## src/rtl/crop_engine_if.sv

```systemverilog
// Source/destination memory bus of the crop engine.
//   rd_en/rd_addr : source read strobe and address (engine -> memory)
//   rd_data       : source read data, RD_LAT cycles after rd_en (memory -> engine)
//   wr_en/wr_addr/wr_data : destination write port (engine -> memory)
// master = crop engine, slave = memory side.
interface crop_engine_if #(
   parameter int ADDR_W = 24,
   parameter int DATA_W = 16
);
   logic              rd_en;
   logic [ADDR_W-1:0] rd_addr;
   logic [DATA_W-1:0] rd_data;
   logic              wr_en;
   logic [ADDR_W-1:0] wr_addr;
   logic [DATA_W-1:0] wr_data;

   modport master (output rd_en, rd_addr, wr_en, wr_addr, wr_data, input rd_data);
   modport slave  (input rd_en, rd_addr, wr_en, wr_addr, wr_data, output rd_data);
endinterface

```

## src/rtl/crop_engine.sv

```systemverilog
// Region-of-interest copier. On start, reads the inclusive window
// [x_min..x_max] x [y_min..y_max] of a column-major, CHANNELS-word-per-pixel
// image and writes it densely to the destination starting at HDR_WORDS,
// zero-padding every output line (one x column) to a multiple of ROW_ALIGN.
// Ports:
//   clk, rst_n            : clock, async active-low reset
//   start                 : begin a job (only honoured in IDLE/DONE)
//   x_min..y_max          : inclusive window bounds, latched on start
//   busy, done, err       : job status; err valid while done
//   words_written         : writes issued in current/last job (pad included)
//   mem (master)          : source read / destination write bus
module crop_engine #(
   parameter int IMG_W     = 100,
   parameter int IMG_H     = 100,
   parameter int CHANNELS  = 3,
   parameter int DATA_W    = 16,
   parameter int ADDR_W    = 24,
   parameter int COORD_W   = 11,
   parameter int HDR_WORDS = 54,
   parameter int RD_LAT    = 1,
   parameter int ROW_ALIGN = 4
) (
   input  logic               clk,
   input  logic               rst_n,
   input  logic               start,
   input  logic [COORD_W-1:0] x_min,
   input  logic [COORD_W-1:0] x_max,
   input  logic [COORD_W-1:0] y_min,
   input  logic [COORD_W-1:0] y_max,
   output logic               busy,
   output logic               done,
   output logic               err,
   output logic [ADDR_W-1:0]  words_written,
   crop_engine_if.master      mem
);

   localparam int PW = $clog2(ROW_ALIGN) + 1;

   typedef enum logic [2:0] {
      S_IDLE, S_CHECK, S_READ, S_WAIT, S_WRITE, S_PAD, S_DONE
   } state_t;

   state_t             state_q, state_d;
   logic [COORD_W-1:0] xmn_q, xmn_d, xmx_q, xmx_d, ymn_q, ymn_d, ymx_q, ymx_d;
   logic [COORD_W-1:0] x_q, x_d, y_q, y_d;
   logic [1:0]         c_q, c_d;
   logic [2:0]         wait_q, wait_d;
   logic [PW-1:0]      pad_len_q, pad_len_d, pad_cnt_q, pad_cnt_d;
   logic               err_q, err_d;
   logic [ADDR_W-1:0]  rd_addr_q, rd_addr_d, wr_addr_q, wr_addr_d, words_q, words_d;

   logic               rd_en, wr_en, eol, bad;
   logic [DATA_W-1:0]  wr_data;
   logic [ADDR_W-1:0]  line_len;

   function automatic logic [ADDR_W-1:0] src_addr(input logic [COORD_W-1:0] x,
                                                  input logic [COORD_W-1:0] y,
                                                  input logic [1:0]         c);
      return (ADDR_W'(x) * ADDR_W'(IMG_H) + ADDR_W'(y)) * ADDR_W'(CHANNELS) + ADDR_W'(c);
   endfunction

   assign bad = (xmn_q > xmx_q) || (ymn_q > ymx_q) ||
                (int'(xmx_q) >= IMG_W) || (int'(ymx_q) >= IMG_H);

   // Words per output line; the pad count is its negation modulo ROW_ALIGN.
   assign line_len = (ADDR_W'(ymx_q) - ADDR_W'(ymn_q) + ADDR_W'(1)) * ADDR_W'(CHANNELS);

   always_comb begin
      state_d   = state_q;
      xmn_d     = xmn_q;
      xmx_d     = xmx_q;
      ymn_d     = ymn_q;
      ymx_d     = ymx_q;
      x_d       = x_q;
      y_d       = y_q;
      c_d       = c_q;
      wait_d    = wait_q;
      pad_len_d = pad_len_q;
      pad_cnt_d = pad_cnt_q;
      err_d     = err_q;
      rd_addr_d = rd_addr_q;
      wr_addr_d = wr_addr_q;
      words_d   = words_q;
      rd_en     = 1'b0;
      wr_en     = 1'b0;
      wr_data   = '0;
      eol       = 1'b0;

      unique case (state_q)
         S_IDLE, S_DONE: begin
            if (start) begin
               state_d   = S_CHECK;
               xmn_d     = x_min;
               xmx_d     = x_max;
               ymn_d     = y_min;
               ymx_d     = y_max;
               words_d   = '0;
               wr_addr_d = ADDR_W'(HDR_WORDS);
               err_d     = 1'b0;
            end
         end
         S_CHECK: begin
            if (bad) begin
               err_d   = 1'b1;
               state_d = S_DONE;
            end else begin
               x_d       = xmn_q;
               y_d       = ymn_q;
               c_d       = '0;
               pad_len_d = PW'(ADDR_W'(0) - line_len) & PW'(ROW_ALIGN - 1);
               state_d   = S_READ;
            end
         end
         S_READ: begin
            rd_en = 1'b1;
            if (RD_LAT > 1) begin
               wait_d  = 3'(RD_LAT > 1 ? RD_LAT - 2 : 0);
               state_d = S_WAIT;
            end else begin
               state_d = S_WRITE;
            end
         end
         S_WAIT: begin
            if (wait_q == 3'd0) state_d = S_WRITE;
            else                wait_d  = wait_q - 3'd1;
         end
         S_WRITE: begin
            wr_en     = 1'b1;
            wr_data   = mem.rd_data;
            wr_addr_d = wr_addr_q + ADDR_W'(1);
            words_d   = words_q + ADDR_W'(1);
            if (c_q != 2'(CHANNELS - 1)) begin
               c_d     = c_q + 2'd1;
               state_d = S_READ;
            end else if (y_q != ymx_q) begin
               c_d     = '0;
               y_d     = y_q + COORD_W'(1);
               state_d = S_READ;
            end else if (pad_len_q != '0) begin
               pad_cnt_d = pad_len_q - PW'(1);
               state_d   = S_PAD;
            end else begin
               eol = 1'b1;
            end
         end
         S_PAD: begin
            wr_en     = 1'b1;
            wr_addr_d = wr_addr_q + ADDR_W'(1);
            words_d   = words_q + ADDR_W'(1);
            if (pad_cnt_q == '0) eol = 1'b1;
            else                 pad_cnt_d = pad_cnt_q - PW'(1);
         end
         default: state_d = S_IDLE;
      endcase

      // Line finished: next x column or job complete.
      if (eol) begin
         if (x_q == xmx_q) begin
            state_d = S_DONE;
         end else begin
            x_d     = x_q + COORD_W'(1);
            y_d     = ymn_q;
            c_d     = '0;
            state_d = S_READ;
         end
      end

      // rd_addr is registered so it is stable in READ and holds otherwise.
      if (state_d == S_READ) rd_addr_d = src_addr(x_d, y_d, c_d);
   end

   always_ff @(posedge clk or negedge rst_n) begin
      if (!rst_n) begin
         state_q   <= S_IDLE;
         xmn_q     <= '0;
         xmx_q     <= '0;
         ymn_q     <= '0;
         ymx_q     <= '0;
         x_q       <= '0;
         y_q       <= '0;
         c_q       <= '0;
         wait_q    <= '0;
         pad_len_q <= '0;
         pad_cnt_q <= '0;
         err_q     <= 1'b0;
         rd_addr_q <= '0;
         wr_addr_q <= '0;
         words_q   <= '0;
      end else begin
         state_q   <= state_d;
         xmn_q     <= xmn_d;
         xmx_q     <= xmx_d;
         ymn_q     <= ymn_d;
         ymx_q     <= ymx_d;
         x_q       <= x_d;
         y_q       <= y_d;
         c_q       <= c_d;
         wait_q    <= wait_d;
         pad_len_q <= pad_len_d;
         pad_cnt_q <= pad_cnt_d;
         err_q     <= err_d;
         rd_addr_q <= rd_addr_d;
         wr_addr_q <= wr_addr_d;
         words_q   <= words_d;
      end
   end

   // Strobes decode from the state register so reset removes them at once.
   assign mem.rd_en   = rd_en;
   assign mem.rd_addr = rd_addr_q;
   assign mem.wr_en   = wr_en;
   assign mem.wr_addr = wr_addr_q;
   assign mem.wr_data = wr_data;

   assign busy          = (state_q != S_IDLE) && (state_q != S_DONE);
   assign done          = (state_q == S_DONE);
   assign err           = err_q;
   assign words_written = words_q;

endmodule

```

## src/flat_wrapper.sv

```systemverilog
// flat-port wrapper written by rule: the top's interface ports become plain ports
module crop_engine_flat 
#(
   parameter int IMG_W     = 100,
   parameter int IMG_H     = 100,
   parameter int CHANNELS  = 3,
   parameter int DATA_W    = 16,
   parameter int ADDR_W    = 24,
   parameter int COORD_W   = 11,
   parameter int HDR_WORDS = 54,
   parameter int RD_LAT    = 1,
   parameter int ROW_ALIGN = 4
)
  (clk, rst_n, start, x_min, x_max, y_min, y_max, busy, done, err, words_written, mem_rd_en, mem_rd_addr, mem_wr_en, mem_wr_addr, mem_wr_data, mem_rd_data);
  crop_engine_if #(.ADDR_W(ADDR_W), .DATA_W(DATA_W)) mem_i ();
  input  logic clk;
  input  logic rst_n;
  input  logic start;
  input  logic [COORD_W-1:0] x_min;
  input  logic [COORD_W-1:0] x_max;
  input  logic [COORD_W-1:0] y_min;
  input  logic [COORD_W-1:0] y_max;
  output logic busy;
  output logic done;
  output logic err;
  output logic [ADDR_W-1:0] words_written;
  output wire logic [$bits(mem_i.rd_en)-1:0] mem_rd_en;
  output wire logic [$bits(mem_i.rd_addr)-1:0] mem_rd_addr;
  output wire logic [$bits(mem_i.wr_en)-1:0] mem_wr_en;
  output wire logic [$bits(mem_i.wr_addr)-1:0] mem_wr_addr;
  output wire logic [$bits(mem_i.wr_data)-1:0] mem_wr_data;
  input wire logic [$bits(mem_i.rd_data)-1:0] mem_rd_data;
  assign mem_rd_en = mem_i.rd_en;
  assign mem_rd_addr = mem_i.rd_addr;
  assign mem_wr_en = mem_i.wr_en;
  assign mem_wr_addr = mem_i.wr_addr;
  assign mem_wr_data = mem_i.wr_data;
  assign mem_i.rd_data = mem_rd_data;
  crop_engine #(.IMG_W(IMG_W), .IMG_H(IMG_H), .CHANNELS(CHANNELS), .DATA_W(DATA_W), .ADDR_W(ADDR_W), .COORD_W(COORD_W), .HDR_WORDS(HDR_WORDS), .RD_LAT(RD_LAT), .ROW_ALIGN(ROW_ALIGN)) u_core (.clk(clk), .rst_n(rst_n), .start(start), .x_min(x_min), .x_max(x_max), .y_min(y_min), .y_max(y_max), .busy(busy), .done(done), .err(err), .words_written(words_written), .mem(mem_i));
endmodule
```

## config.mk

```make
export PLATFORM = sky130hd
export DESIGN_NAME = crop_engine_flat
export DESIGN_NICKNAME = d
export VERILOG_FILES = /design/src/rtl/crop_engine_if.sv /design/src/rtl/crop_engine.sv /design/src/flat_wrapper.sv
export SDC_FILE = /design/constraint.sdc
export NUM_CORES = 1
export LEC_CHECK = 0
export CAP_MARGIN = 20
export CORE_UTILIZATION = 35
export DETAILED_ROUTE_END_ITERATION = 12
export MAX_ROUTING_LAYER = met4
export PLACE_DENSITY_LB_ADDON = 0.15
export SLEW_MARGIN = 0
export SYNTH_ARGS = -nofsm -noshare
export SYNTH_HDL_FRONTEND = slang
export SYNTH_SLANG_ARGS = --single-unit
```

## constraint.sdc

```tcl
create_clock -name clk -period 9.3 [get_ports clk]
set_clock_uncertainty 0.2 [all_clocks]
set_input_delay 0.93 -clock clk [delete_from_list [all_inputs] [get_ports clk]]
set_output_delay 0.93 -clock clk [all_outputs]
set_load 0.05 [all_outputs]
```

Word level (Yosys, flattened, before mapping)
Cells that the tools add are included.
{"block": "totals", "ff_bits": 152, "latch_bits": 0, "mem_bits_rw": 0, "rom_bits": 0, "in_bits": 63, "mem_count": 0}
{"block": "op_classes", "n_addsub": 13, "mul": 3, "n_div": 0, "order_cmp": 4, "n_eq_ne": 17, "n_shift": 0, "n_mux": 45, "n_bitwise": 2, "reduce_logical": 20}
{"cell": "$mux W11", "count": 9}
{"cell": "$pmux W24 S2", "count": 2}
{"cell": "$add A24 B1 Y24 const B", "count": 3}
{"cell": "$mux W24", "count": 2}
{"cell": "$mux W3", "count": 12}
{"cell": "$add A24 B2 Y24", "count": 1}
{"cell": "$mul A24 B2 Y2 const B", "count": 1}
{"cell": "$mul A24 B2 Y24 const B", "count": 1}
{"cell": "$add A11 B1 Y11 const B", "count": 2}
{"cell": "$ge A11 B7 Y1 const B", "count": 2}
{"cell": "$gt A11 B11 Y1", "count": 2}
{"cell": "$pmux W11 S2", "count": 1}
{"cell": "$add A18 B11 Y19", "count": 1}
{"cell": "$pmux W3 S6", "count": 1}
{"cell": "$mul A11 B5 Y16 const B", "count": 1}
{"cell": "$mux W16", "count": 1}
{"cell": "$sub A11 B11 Y12", "count": 1}
{"cell": "$eq A11 B11 Y1", "count": 1}
{"cell": "$ne A11 B11 Y1", "count": 1}
{"cell": "$mux W2", "count": 5}
{"cell": "$ne A2 B2 Y1 const B", "count": 5}
{"cell": "$eq A3 B2 Y1 const B", "count": 3}
{"cell": "$eq A3 B3 Y1 const B", "count": 3}
{"cell": "$logic_not A3 Y1", "count": 3}
{"cell": "other kinds (20)", "count": 40}

Depth between registers and ports, before layout
Gate-level depths: netlist of the first run.
{"block": "depth", "ltp_word": 12, "depth_mapped": 37, "mapped_depth_nobuf": 36}

Worst setup path after synthesis of the first run
Ideal clock, no wire load.
{"block": "synth_path", "kind": "reg-to-reg", "start": "register u_core.ymx_q[0]", "end": "register u_core.rd_addr_q[19], in the netlist u_core.mem.rd_addr[19]", "setup_ns": 0.129, "arrival_ns": 7.577, "path_slack_ns": 1.394, "path_stages_with_launch": 37, "synth_period_minus_slack_ns": 7.906, "path_cell_list": "dfrtp_1 -> inv_1 -> ha_1 -> inv_1 -> fa_1 -> a211oi_1 -> o21ai_0 -> a21o_1 -> o2111ai_1 -> clkbuf_1 -> clkbuf_1 -> nor2_1 -> a211oi_1 -> ha_1 -> ha_1 -> inv_1 -> fa_1 -> inv_1 -> ha_1 -> a21oi_1 -> o21bai_1 -> xnor2_1 -> ha_1 -> nand2_1 -> a21oi_1 -> o21ai_0 -> or3b_2 -> xor2_1 -> ha_1 -> ha_1 -> a21oi_1 -> o21ai_0 -> nand4bb_1 -> nand2_1 -> o21ai_0 -> and3b_1 -> o41a_1"}
{"block": "synth_via", "elab_chain_cells": 12}
{"item": "from (decl)", "line": "crop_engine.sv:44", "text": "logic [COORD_W-1:0] xmn_q, xmn_d, xmx_q, xmx_d, ymn_q, ymn_d, ymx_q, ymx_d;"}
{"item": "from (signal assigned)", "line": "crop_engine.sv:194", "text": "ymx_q <= ymx_d;"}
{"item": "$gt A11 B11 Y1", "line": "crop_engine.sv:62", "text": "assign bad = (xmn_q > xmx_q) || (ymn_q > ymx_q) ||"}
{"item": "$logic_or A1 B1 Y1 (2 in series)", "line": "crop_engine.sv:62"}
{"item": "$logic_or A1 B1 Y1", "line": "crop_engine.sv:63", "text": "(int'(xmx_q) >= IMG_W) || (int'(ymx_q) >= IMG_H);"}
{"item": "$mux W11", "line": "crop_engine.sv:103", "text": "if (bad) begin"}
{"item": "$mux W11", "line": "crop_engine.sv:89", "text": "unique case (state_q)"}
{"item": "$mux W11", "line": "crop_engine.sv:158", "text": "if (x_q == xmx_q) begin"}
{"item": "$mux W11 (*)", "line": "crop_engine.sv:157", "text": "if (eol) begin"}
{"item": "net u_core.x_d[3]", "line": "crop_engine.sv:45", "text": "logic [COORD_W-1:0] x_q, x_d, y_q, y_d;"}
{"item": "$mul A11 B5 Y16 (*)", "line": "crop_engine.sv:59", "text": "return (ADDR_W'(x) * ADDR_W'(IMG_H) + ADDR_W'(y)) * ADDR_W'(CHANNELS) + ADDR_W'(c);"}
{"item": "$add A18 B11 Y19 (*)", "line": "crop_engine.sv:59"}
{"item": "$mul A24 B2 Y24 (*)", "line": "crop_engine.sv:59"}
{"item": "$add A24 B2 Y24 (*)", "line": "crop_engine.sv:59"}
{"item": "to (signal assigned)", "line": "crop_engine.sv:202", "text": "rd_addr_q <= rd_addr_d;"}
{"item": "to (decl)", "line": "crop_engine.sv:50", "text": "logic [ADDR_W-1:0] rd_addr_q, rd_addr_d, wr_addr_q, wr_addr_d, words_q, words_d;"}
Mark *: on every way through the listed nets, which the timed path passes. The rest lies on a longest branch.
A chain may end at the register's enable or synchronous reset.

Worst setup path in the final report of the first run
{"block": "layout_path", "start": "register u_core.state_q[2]", "end": "register u_core.rd_addr_q[19], in the netlist u_core.mem.rd_addr[19]"}
{"block": "layout_via", "elab_chain_cells": 8}
{"item": "from (decl)", "line": "crop_engine.sv:43", "text": "state_t state_q, state_d;"}
{"item": "from (signal assigned)", "line": "crop_engine.sv:190", "text": "state_q <= state_d;"}
{"item": "$eq A3 B1 Y1", "line": "crop_engine.sv:89"}
{"item": "$mux W11", "line": "crop_engine.sv:89"}
{"item": "$mux W11", "line": "crop_engine.sv:158"}
{"item": "$mux W11 (*)", "line": "crop_engine.sv:157"}
{"item": "net u_core.x_d[3]", "line": "crop_engine.sv:45"}
{"item": "$mul A11 B5 Y16 (*)", "line": "crop_engine.sv:59"}
{"item": "$add A18 B11 Y19 (*)", "line": "crop_engine.sv:59"}
{"item": "$mul A24 B2 Y24 (*)", "line": "crop_engine.sv:59"}
{"item": "$add A24 B2 Y24 (*)", "line": "crop_engine.sv:59"}
Marked as above.

==> results summary, run 1 <==
The number of synthesized register bits is 149. The final standard cell utilization of the core is 0.442. The maximum ir drop on the vdd rail came out at 419 µV. The leading cell type in the layout, fill and taps excluded is sky130_fd_sc_hd__nand2_1. The number of different library cells used by synthesis comes to 79.

The number of diodes is 0. The warning count from the yosys run is 0. The summed area of non-filler cells in the final layout came out at 12800 µm². The first detailed-routing pass took 4 iterations.

The die covers 30300 µm². In this run the worst path has a maximum fanout of 18. The flow ran to the end, and the final reports show no timing, DRC or antenna violations. The final critical-path share of the clock period is 0.920. Counting tap cells, the placed design contains a total of 1651 instances. The required arrival time at the worst endpoint came out at 9410 ps.

The initial antenna violation count is 0. The die boundary height came out at 174 µm. Of the synthesized area, sequential elements account for 0.360. The number of hold-repair buffers added at the cts stage is 0. The area added between synthesis and finish came out at 23.6%. The library cell appearing most often on the critical path is sky130_fd_sc_hd__ha_1. Derived from the worst setup path, the maximum achievable clock frequency is 0.117 GHz. Clock-pin slew was measured on the worst setup and hold paths at 70 ps.

After the last flow step, the layout net total stands at 1469. For the pin with the worst max-slew slack, the measured transition is 877 ps. The setup-violating endpoint count in the final report came out at 0. The core area came out at 28900 µm². The largest incremental delay on the critical path is 560 ps.

The max-cap check violation count is 0. The global-route usage over all layers is 0.183. The worst hold path terminates at u_core.mem.rd_addr[15]. The detailed-route DRC error count came out at 0.

The power density over the cells came out at 413 nW/µm². The leakage component of the power came out at 6.03 nW. Leaving out fill and tap cells, the most frequent cells in the layout are 164 x sky130_fd_sc_hd__nand2_1, 151 x sky130_fd_sc_hd__clkdlybuf4s50_1, 149 x sky130_fd_sc_hd__dfrtp_1. Ranked by total cell area, the synthesized netlist is headed by sky130_fd_sc_hd__dfrtp_1 36%, sky130_fd_sc_hd__ha_1 13%, sky130_fd_sc_hd__nand2_1 5.9%. The post-route non-filler standard cell count is 1683. The horizontal die dimension came out at 174 µm. The number of I/O port buffers came out at 152. The number of filler cells placed in the layout is 2848.

The critical path in this run is classified as flop to flop. The final hold violation count came out at 0. The worst pin sits at a relative slew slack of 0.410. The floorplan has 62 rows. The number of max-slew violations in the final report is 0. Among all flip-flop cells after synthesis, the most frequent one is sky130_fd_sc_hd__dfrtp_1. In the final routed layout, each cell accounts on average for 15.6 µm. The post-CTS resize count came out at 0. The violation count after the first detailed-routing iteration is 457.

The path depth of the worst reg2reg path is 32. sky130_fd_sc_hd__dfrtp_1 takes more of the synthesized area than any other cell. The clock network latency to the later pin of the worst-skew pair came out at 430 ps. The number of cells on the worst hold path is 2. The largest net degree at the start of global routing came out at 84. The buffer levels on the longest clock path is 2. The placer congestion estimate is 0.855. The synthesized netlist occupies a cell area of 10400 µm².

For this block, the routed nets add up to 26300 µm of wire. The startpoint of the lowest-slack register-to-register path is u_core.state_q[2]. In this run the critical register-to-register path is captured at u_core.mem.rd_addr[19]. The clock tree root driver cell is sky130_fd_sc_hd__clkbuf_16. For this configuration, the core starts out at a cell density of 0.358.

The number of buffers inserted by post-CTS setup repair is 0. Dividing the detail-routed via count by the number of cells gives 5.04. The mean post-synth cell area came out at 9.03 µm². The number of sinks driven by the clock tree is 149. The worst-case hold slack is 286 ps. Summing over every cut layer, the via total after detailed routing is 8479. The total clock buffers created by CTS is 17. Setup repair after global routing left no endpoint under its margin.

In this run the most critical hold path is launched from u_core.mem.rd_addr[15]. The proportion of synthesized flip-flops having asynchronous set or reset came out at 1.00. In this run the worst hold path is classified as flop to flop. The number of global-route vias before repair was 8122.

The first-pass GRT wire length is 43400 µm. The time the final worst path needs with I/O delays and setup came out at 8560 ps. In the final layout, the share of cells above drive strength 1 is 0.0600.

The worst setup path is launched from a flop. The minimum setup slack among reg-to-reg paths came out at 740 ps. For the worst setup path, the data arrival time is 8670 ps. STA classifies the critical path endpoint as a flop. Setup total negative slack on the finished layout was measured at 0 ps.

The post-synthesis cell count is 1146. The slowest stage of the critical path belongs to the cell sky130_fd_sc_hd__or3b_1. The H-tree generated during clock tree synthesis spans 4 levels.

Summing all placed instances gives a cell area of 12200 µm². TritonCTS built the clock tree. The share of Yosys cell area claimed by the top area cell type came out at 0.360. The number of nets with antenna violations after routing is 0. The number of enable flip-flop cells after synthesis came out at 0. The sum of overflow across all layers after global routing came out at 0. The HPWL after detailed placement is 20000 µm.

The number of ports placed on the die boundary is 156.
[layout make-up]
cell class / instances / area (µm²) / share of cell area
multi-input combinational: 889 / 6160 / 0.481
sequential: 149 / 3730 / 0.291
timing repair buffer: 163 / 1610 / 0.125
tap: 384 / 480 / 0.0375
clock buffer: 17 / 425 / 0.0332
inverter: 66 / 248 / 0.0194
clock inverter: 15 / 153 / 0.0119
[metal layers]
metal  routed length (µm)  track usage
met5                    0            -
met2                11700        0.270
met1                13600        0.266
met3                  786       0.0245
met4                  188       0.0391
[sequential cells by signal (all words and copies together) (netlist names), 2 cells and up]
name	count
u_core.mem.wr_addr	24
u_core.words_written	24
u_core.mem.rd_addr	21
u_core.x_q	11
u_core.xmn_q	11
u_core.xmx_q	11
u_core.y_q	11
u_core.ymn_q	11
u_core.ymx_q	11
u_core.pad_cnt_q	3
u_core.state_q	3
u_core.wait_q	3
u_core.c_q	2
u_core.pad_len_q	2
[kinds of logic (layout without fill, tap and decap cells)]
logic type                 Yosys count  count (layout)  share of synthesized area
adders and majority gates          121             121                      0.153
other                                1               3                   0.000362
AOI/OAI and AO/OA                  244             244                      0.154
muxes                               16              16                     0.0163
buffers and inverters              110             261                     0.0461
xor gates and xnor gates            90              90                     0.0762
DFF                                149             149                      0.360
and+or+nand+nor                    415             415                      0.194
[cell usage after synthesis, types with 5 or more instances]
cell type                    n
sky130_fd_sc_hd__nor2b_1     7
sky130_fd_sc_hd__or3_1      11
sky130_fd_sc_hd__a21oi_1    55
sky130_fd_sc_hd__a211oi_1   10
sky130_fd_sc_hd__o211ai_1    8
sky130_fd_sc_hd__and3_1     14
sky130_fd_sc_hd__nor2_1     78
sky130_fd_sc_hd__o21bai_1    7
sky130_fd_sc_hd__nor3_1     20
sky130_fd_sc_hd__and2_1     23
sky130_fd_sc_hd__o21a_1      6
sky130_fd_sc_hd__o31ai_1     7
sky130_fd_sc_hd__a22o_1      6
sky130_fd_sc_hd__mux2_2      7
sky130_fd_sc_hd__nor4_1      9
sky130_fd_sc_hd__dfrtp_1   149
sky130_fd_sc_hd__a21o_1     11
sky130_fd_sc_hd__ha_1      110
sky130_fd_sc_hd__xor2_1     58
sky130_fd_sc_hd__buf_4       6
sky130_fd_sc_hd__fa_1       10
sky130_fd_sc_hd__nand3_1    38
sky130_fd_sc_hd__buf_2       9
sky130_fd_sc_hd__inv_1      65
sky130_fd_sc_hd__clkbuf_1   21
sky130_fd_sc_hd__xnor2_1    32
sky130_fd_sc_hd__nand2_1   164
sky130_fd_sc_hd__mux2i_1     9
sky130_fd_sc_hd__nand2b_1   12
sky130_fd_sc_hd__nand4_1    17
sky130_fd_sc_hd__a31o_2      5
sky130_fd_sc_hd__o21ai_0    78
[power breakdown]
part | internal [W] | switching [W] | leakage, nW
clock | 0.000359 | 0.000324 | 0.280
combinational | 0.00136 | 0.00207 | 3.82
sequential | 0.000907 | 0.000265 | 1.93
[metrics by stage]
| step | setup slack [ps] | power (W) |
|---|---|---|
| after floorplan | 1390 | 0.00375 |
| after global placement | 969 | 0.00460 |
| after detailed placement | 748 | 0.00462 |
| after CTS | 705 | 0.00534 |
| after global routing | 188 | 0.00579 |
| final | 741 | 0.00529 |
[how the worst max path moves through the flow]
stage | slack, ps | start | end | depth (start not counted)
after floorplan | 1390 | u_core.ymx_q[0] | u_core.mem.rd_addr[19] | 36
after CTS | 700 | u_core.state_q[0] | u_core.mem.rd_addr[19] | 32
after detailed placement | 750 | u_core.state_q[0] | u_core.mem.rd_addr[19] | 32
after global placement | 970 | u_core.state_q[0] | u_core.mem.rd_addr[19] | 32
after global routing | 190 | u_core.state_q[0] | u_core.mem.rd_addr[19] | 32
final | 740 | u_core.state_q[2] | u_core.mem.rd_addr[19] | 32
[critical path: cells and delay by family, from the launching register on]
kind	cells	cell delay (ps)
DFF	1	540
xor gates and xnor gates	2	300
buffers and inverters	3	360
AOI/OAI and AO/OA	10	2330
and+or+nand+nor	10	2250
adders and majority gates	7	2440
Power figures use the tool's default switching activity.
==> run 2: changes to the inputs <==
--- a/config.mk
+++ b/config.mk
@@ -5,9 +5,9 @@
 export SDC_FILE = /design/constraint.sdc
 export NUM_CORES = 1
 export LEC_CHECK = 0
-export CAP_MARGIN = 20
 export CORE_UTILIZATION = 35
 export DETAILED_ROUTE_END_ITERATION = 12
+export GPL_TIMING_DRIVEN = 1
 export MAX_ROUTING_LAYER = met4
 export PLACE_DENSITY_LB_ADDON = 0.15
 export SLEW_MARGIN = 0
==> results of run 2 <==
Same layout as run 1: the final DEF is identical, and so are final timing and power.
